$ cat src/rtl/alu_mem_serdes_pkg.sv
// alu_mem_serdes shared types: FSM state encoding and symbol-count helper.
// Imported by the shift-register sub-module and the top.
package alu_mem_serdes_pkg;

  typedef enum logic [2:0] {
    S_IDLE  = 3'd0,
    S_LD_LO = 3'd1,
    S_LD_HI = 3'd2,
    S_RUN   = 3'd3,
    S_ST_LO = 3'd4,
    S_ST_HI = 3'd5,
    S_DONE  = 3'd6
  } state_e;

  localparam int REG_BITS_DEF = 8;
  localparam int NSHIFT_DEF   = 2;

  function automatic int syms_per_byte(input int rb, input int ns);
    return rb / ns;
  endfunction

endpackage

$ cat src/rtl/alu_mem_serdes_shreg.sv
// 2*REG_BITS operand/result shift register: byte loads, hold, and
// serial insertion at bit 2*REG_BITS-1 (pair) or REG_BITS-1 (single).
module alu_mem_serdes_shreg
  import alu_mem_serdes_pkg::*;
#(
  parameter int REG_BITS = REG_BITS_DEF,
  parameter int NSHIFT   = NSHIFT_DEF
) (
  input  logic                  clk,
  input  logic                  reset,
  input  logic                  ld_lo_i,
  input  logic                  ld_hi_i,
  input  logic                  shift_i,
  input  logic                  pair_i,
  input  logic [REG_BITS-1:0]   byte_i,
  input  logic [NSHIFT-1:0]     sin_i,
  output logic [2*REG_BITS-1:0] q_o
);

  localparam int W = 2 * REG_BITS;

  logic [W-1:0] q_q, q_d;

  always_comb begin
    q_d = q_q;
    unique case (1'b1)
      ld_lo_i: q_d[REG_BITS-1:0] = byte_i;
      ld_hi_i: q_d[W-1:REG_BITS] = byte_i;
      shift_i && pair_i:
        q_d = {sin_i, q_q[W-1:NSHIFT]};
      shift_i && !pair_i:
        q_d[REG_BITS-1:0] =
          {sin_i, q_q[REG_BITS-1:NSHIFT]};
      default: ;
    endcase
  end

  always_ff @(posedge clk) begin
    if (reset) q_q <= '0;
    else       q_q <= q_d;
  end

  assign q_o = q_q;

endmodule

$ cat src/rtl/alu_mem_serdes.sv
// Memory operand stage for the bit-serial ALU: byte-wide fetch,
// NSHIFT-bit streaming in/out of one shift register, optional write-back.
module alu_mem_serdes
  import alu_mem_serdes_pkg::*;
#(
  parameter int REG_BITS = REG_BITS_DEF,
  parameter int NSHIFT   = NSHIFT_DEF
) (
  input  logic                clk,
  input  logic                reset,
  input  logic                start,
  input  logic                need_load,
  input  logic                need_store,
  input  logic                pair,
  output logic                busy,
  output logic                done,
  output logic                mem_req,
  output logic                mem_we,
  output logic                mem_hi,
  output logic [REG_BITS-1:0] mem_wdata,
  input  logic [REG_BITS-1:0] mem_rdata,
  input  logic                mem_ack,
  output logic                alu_go,
  input  logic                alu_active,
  input  logic                alu_op_done,
  output logic [NSHIFT-1:0]   data_in,
  input  logic [NSHIFT-1:0]   data_out
);

  localparam int SYMS = syms_per_byte(REG_BITS, NSHIFT);
  localparam int CW   = $clog2(2 * SYMS);

  state_e state_q, state_d;
  logic   st_q, st_d;
  logic   pr_q, pr_d;
  logic [CW-1:0] cnt_q, cnt_d;

  logic ld_lo, ld_hi, shift;
  logic [2*REG_BITS-1:0] sreg;

  alu_mem_serdes_shreg #(
    .REG_BITS(REG_BITS),
    .NSHIFT  (NSHIFT)
  ) u_shreg (
    .clk    (clk),
    .reset  (reset),
    .ld_lo_i(ld_lo),
    .ld_hi_i(ld_hi),
    .shift_i(shift),
    .pair_i (pr_q),
    .byte_i (mem_rdata),
    .sin_i  (data_out),
    .q_o    (sreg)
  );

  always_comb begin
    state_d = state_q;
    st_d    = st_q;
    pr_d    = pr_q;
    cnt_d   = cnt_q;
    ld_lo   = 1'b0;
    ld_hi   = 1'b0;
    shift   = 1'b0;
    unique case (state_q)
      S_IDLE: begin
        if (start) begin
          st_d    = need_store;
          pr_d    = pair;
          cnt_d   = '0;
          state_d = need_load ? S_LD_LO : S_RUN;
        end
      end
      S_LD_LO: begin
        if (mem_ack) begin
          ld_lo   = 1'b1;
          state_d = pr_q ? S_LD_HI : S_RUN;
        end
      end
      S_LD_HI: begin
        if (mem_ack) begin
          ld_hi   = 1'b1;
          state_d = S_RUN;
        end
      end
      S_RUN: begin
        // op_done only counts on a cycle the ALU actually moved a symbol
        if (alu_active) begin
          shift = 1'b1;
          cnt_d = cnt_q + CW'(1);
          if (alu_op_done)
            state_d = st_q ? S_ST_LO : S_DONE;
        end
      end
      S_ST_LO: begin
        if (mem_ack)
          state_d = pr_q ? S_ST_HI : S_DONE;
      end
      S_ST_HI: begin
        if (mem_ack) state_d = S_DONE;
      end
      S_DONE:  state_d = S_IDLE;
      default: state_d = S_IDLE;
    endcase
  end

  always_ff @(posedge clk) begin
    if (reset) begin
      state_q <= S_IDLE;
      st_q    <= 1'b0;
      pr_q    <= 1'b0;
      cnt_q   <= '0;
    end else begin
      state_q <= state_d;
      st_q    <= st_d;
      pr_q    <= pr_d;
      cnt_q   <= cnt_d;
    end
  end

  always_comb begin
    busy      = (state_q != S_IDLE);
    done      = (state_q == S_DONE);
    alu_go    = (state_q == S_RUN);
    mem_req   = 1'b0;
    mem_we    = 1'b0;
    mem_hi    = 1'b0;
    mem_wdata = '0;
    unique case (state_q)
      S_LD_LO: mem_req = 1'b1;
      S_LD_HI: begin
        mem_req = 1'b1;
        mem_hi  = 1'b1;
      end
      S_ST_LO: begin
        mem_req   = 1'b1;
        mem_we    = 1'b1;
        mem_wdata = sreg[REG_BITS-1:0];
      end
      S_ST_HI: begin
        mem_req   = 1'b1;
        mem_we    = 1'b1;
        mem_hi    = 1'b1;
        mem_wdata = sreg[2*REG_BITS-1:REG_BITS];
      end
      default: ;
    endcase
  end

  assign data_in = sreg[NSHIFT-1:0];

endmodule

$ cat config.mk
export PLATFORM = sky130hd
export DESIGN_NAME = alu_mem_serdes
export DESIGN_NICKNAME = d
export VERILOG_FILES = /design/src/rtl/alu_mem_serdes_pkg.sv /design/src/rtl/alu_mem_serdes_shreg.sv /design/src/rtl/alu_mem_serdes.sv
export SDC_FILE = /design/constraint.sdc
export NUM_CORES = 1
export LEC_CHECK = 0
export ABC_AREA = 0
export BUFFER_PORTS_ARGS = -buffer_cell sky130_fd_sc_hd__buf_2
export CAP_MARGIN = 30
export CORE_MARGIN = 2
export CORE_UTILIZATION = 35
export CTS_BUF_LIST = sky130_fd_sc_hd__clkbuf_4 sky130_fd_sc_hd__clkbuf_8
export CTS_CLUSTER_DIAMETER = 200
export DETAILED_ROUTE_END_ITERATION = 8
export PLACE_DENSITY = 0.61
export SLEW_MARGIN = 0
export SYNTH_ARGS = -nofsm -noshare
export SYNTH_HDL_FRONTEND = slang
export SYNTH_SLANG_ARGS = --single-unit
$ cat constraint.sdc
create_clock -name clk -period 3.44 [get_ports clk]
set_input_delay 0.344 -clock clk [delete_from_list [all_inputs] [get_ports clk]]
set_output_delay 0.344 -clock clk [all_outputs]
set_load 0.005 [all_outputs]
==> results.cfg <==
[outcome]
status = complete, no violations

[power_and_ir_drop]
power.share.clock_pct = 20.3
power.internal_uw = 397
power.switching_uw = 214
ir_drop_mv = 0.171
combPwrFrac_pct = 28.9
seqPwrFrac_pct = 50.8
switching_share_pct = 35.0
powerDensity_nw_per_um2 = 427
power_leakage_nw = 0.596

[place]
dp.cells = 221
place_area_um2 = 1410
dp_hpwl_mm = 2.27
gp_congestion = 0.736
port_buffers = 34

[clock_tree]
post_cts_buffers = 0
cts_buffers = 3
cts_tree = done
htreeDepth = 1
post_cts_resized = 0
clk_latency_ns = 0.31
clockBufferDepth = 2
cts_root_buf = clkbuf_4
hold_buffers = 0
clk_pin_slew_ns = 0.12
clock_sinks = 21

[layout]
finish.net_count = 199
drive_gt1_share_pct = 24.6
area_growth_syn_to_layout_pct = 15.2
design_area_um2 = 1430
fillCellCount = 375
diodes = 0
final_cells = 225

[synth]
synth.distinct_cells = 32
synth-async-reset-ratio_pct = 0
synth-edff-count = 0
yosys_warnings = 0
syn_area_per_cell_um2 = 8.18
yosysSeqAreaShare_pct = 33.8
syn_area_um2 = 1240
synth_top_area_share_pct = 33.8
syn_inst = 152
synth_flop_cell = dfxtp_1
synth_top_cell_by_area = dfxtp_1
synth.area.top_cells = dfxtp_1 (34%), mux2i_1 (17%), nor2_1 (9.4%)
synthesis.nets = 171
ys_ff_latch = 21

[run]
drv_cap = 0

[timing]
timing.fmax_mhz = 439
tightest_slew_ns = 0.898
rsz0062_at_grt = false
period_share_pct = 66.1
skew_ns = 0.00108
fin_setup_tns_ns = 0
drv_slew = 0
finalCriticalPeriod_ns = 2.28
maxSlewHeadroom_pct = 40.0
final_hold_viol_count = 0
finalSetupViolations = 0

[worst_setup_path]
r2r_cells = 4
reg2reg_from = state_q[0]
crit_end = mem_wdata[7]
crit_required_ns = 3.10
start_kind = flip-flop
worst-r2r-setup-slack_ns = 1.38
endpoint_kind = output port
rr_endpoint = u_shreg.q_o[10]
critPathLaunch = state_q[1]
crit_type = flip-flop to output port
cp_max_fo = 13
crit_arrival_ns = 1.93

[die]
fp.dieArea_um2 = 4050
initial_core_util_pct = 37.0
placementRows = 21
die_x_um = 63.6
die_h_um = 63.6
core_area_um2 = 3360
io_pins = 35

[routing]
ant_nets = 0
vias = 1191
drt_iter0_markers = 62
via_per_inst = 5.29
wl_per_cell_um = 13.6
drt-total-wl_mm = 3.07
dr.pass1.iters = 4
drc_errors = 0

[global_routing]
track_usage_pct = 16.2
grt_max_degree = 23
grt_overflow_total = 0
first_global_vias = 1098
grt_antenna_before_repair = 0
grt_pass1_wl_mm = 5.15

[hold_path]
hold_path_class = input pin to flip-flop
## routing by layer
layer,track usage (%),vias to the layer above,share of wire (%)
met5,0,-,0
met2,24.7,36,46
met4,8.15,0,2.1
met1,22.0,548,46
li1,-,602,-
met3,2.68,5,5.5
## worst min-delay path by stage
stage / start / to / slack, ns / cells after the start
final: pair / pr_q / 0.26 / 3
after global routing: need_store / st_q / 0.28 / 3
after CTS: pair / pr_q / 0.26 / 3
after detailed placement: u_shreg.q_o[7] / u_shreg.q_o[7] / 0.51 / 2
after global placement: st_q / st_q / 0.49 / 2
after floorplan: reset / u_shreg.q_o[6] / 0.42 / 1
## final cells by class
class | instances | area (um^2) | share of cell area, %
timing repair buffer | 34 | 170 | 11.9
sequential | 21 | 420 | 29.3
multi-input combinational | 118 | 749 | 52.3
tap | 46 | 57.6 | 4.02
clock inverter | 1 | 5.00 | 0.349
clock buffer | 3 | 22.5 | 1.57
inverter | 2 | 7.51 | 0.524
## sequential cells by signal (all words and copies together), names as in the netlist
name         cells
u_shreg.q_o     16
pr_q             1
st_q             1
state_q          3
## synthesized netlist by cell type (2+ instances only)
cell type	count
a221oi_1	2
a21oi_1	5
a222oi_1	4
o21ai_0	5
a211oi_1	11
nor2_1	31
mux2i_1	21
dfxtp_1	21
nand2_1	13
nor2_4	2
buf_2	5
nor3_1	6
buf_4	3
nand2b_1	2
nand3_1	3
clkbuf_1	2
## power groups by stage
stage	registers (mW)	clock network, mW	logic, mW
floorplan	0.288	0	0.155
global placement	0.315	0	0.173
detailed placement	0.316	0	0.177
CTS	0.310	0.129	0.177
global route	0.316	0.141	0.199
finish	0.311	0.124	0.177
## cells in the final DEF (no fill, tap or decap)
cell	instances
nand2_1	13
nand3_1	3
a31oi_1	1
a21oi_2	1
a222oi_1	4
a22oi_2	1
clkinv_2	1
nor3_1	6
a21oi_1	5
o21ai_1	1
clkinv_1	1
and2b_1	1
buf_2	34
nor2_4	2
o21ba_2	1
o221ai_1	1
xnor2_1	1
and3_1	1
a221oi_1	2
nor2_1	31
clkbuf_4	3
or4b_1	1
mux2i_1	21
nand2b_1	2
inv_1	1
a211oi_1	11
nand2_2	1
and2_1	1
dfxtp_1	21
o21ai_0	5
nor3b_1	1
## logic make-up after synthesis
group	Yosys count	share of synthesized area, %
buf+inv	13	5.93
compound gates	33	19.4
mux	21	16.9
xor+xnor	1	0.704
simple gates	63	23.2
flops	21	33.8
## through the flow
step	power [mW]	hold slack, ns	util, %	setup slack [ns]
after floorplan	0.444	0.423	-	1.99
after global placement	0.488	0.485	41.8	1.43
after detailed placement	0.493	0.507	41.8	1.39
after CTS	0.617	0.257	42.6	1.17
after global routing	0.656	0.277	42.6	1.02
final	0.611	0.258	42.6	1.16
## worst max-delay path, stage by stage, from the launching register on
cell      delay [ns]
dfxtp_1         0.60
clkinv_1        0.37
nand2_1         0.40
nor2_1          0.11
buf_2           0.14
Note: power is estimated with default switching activity, not from simulation.
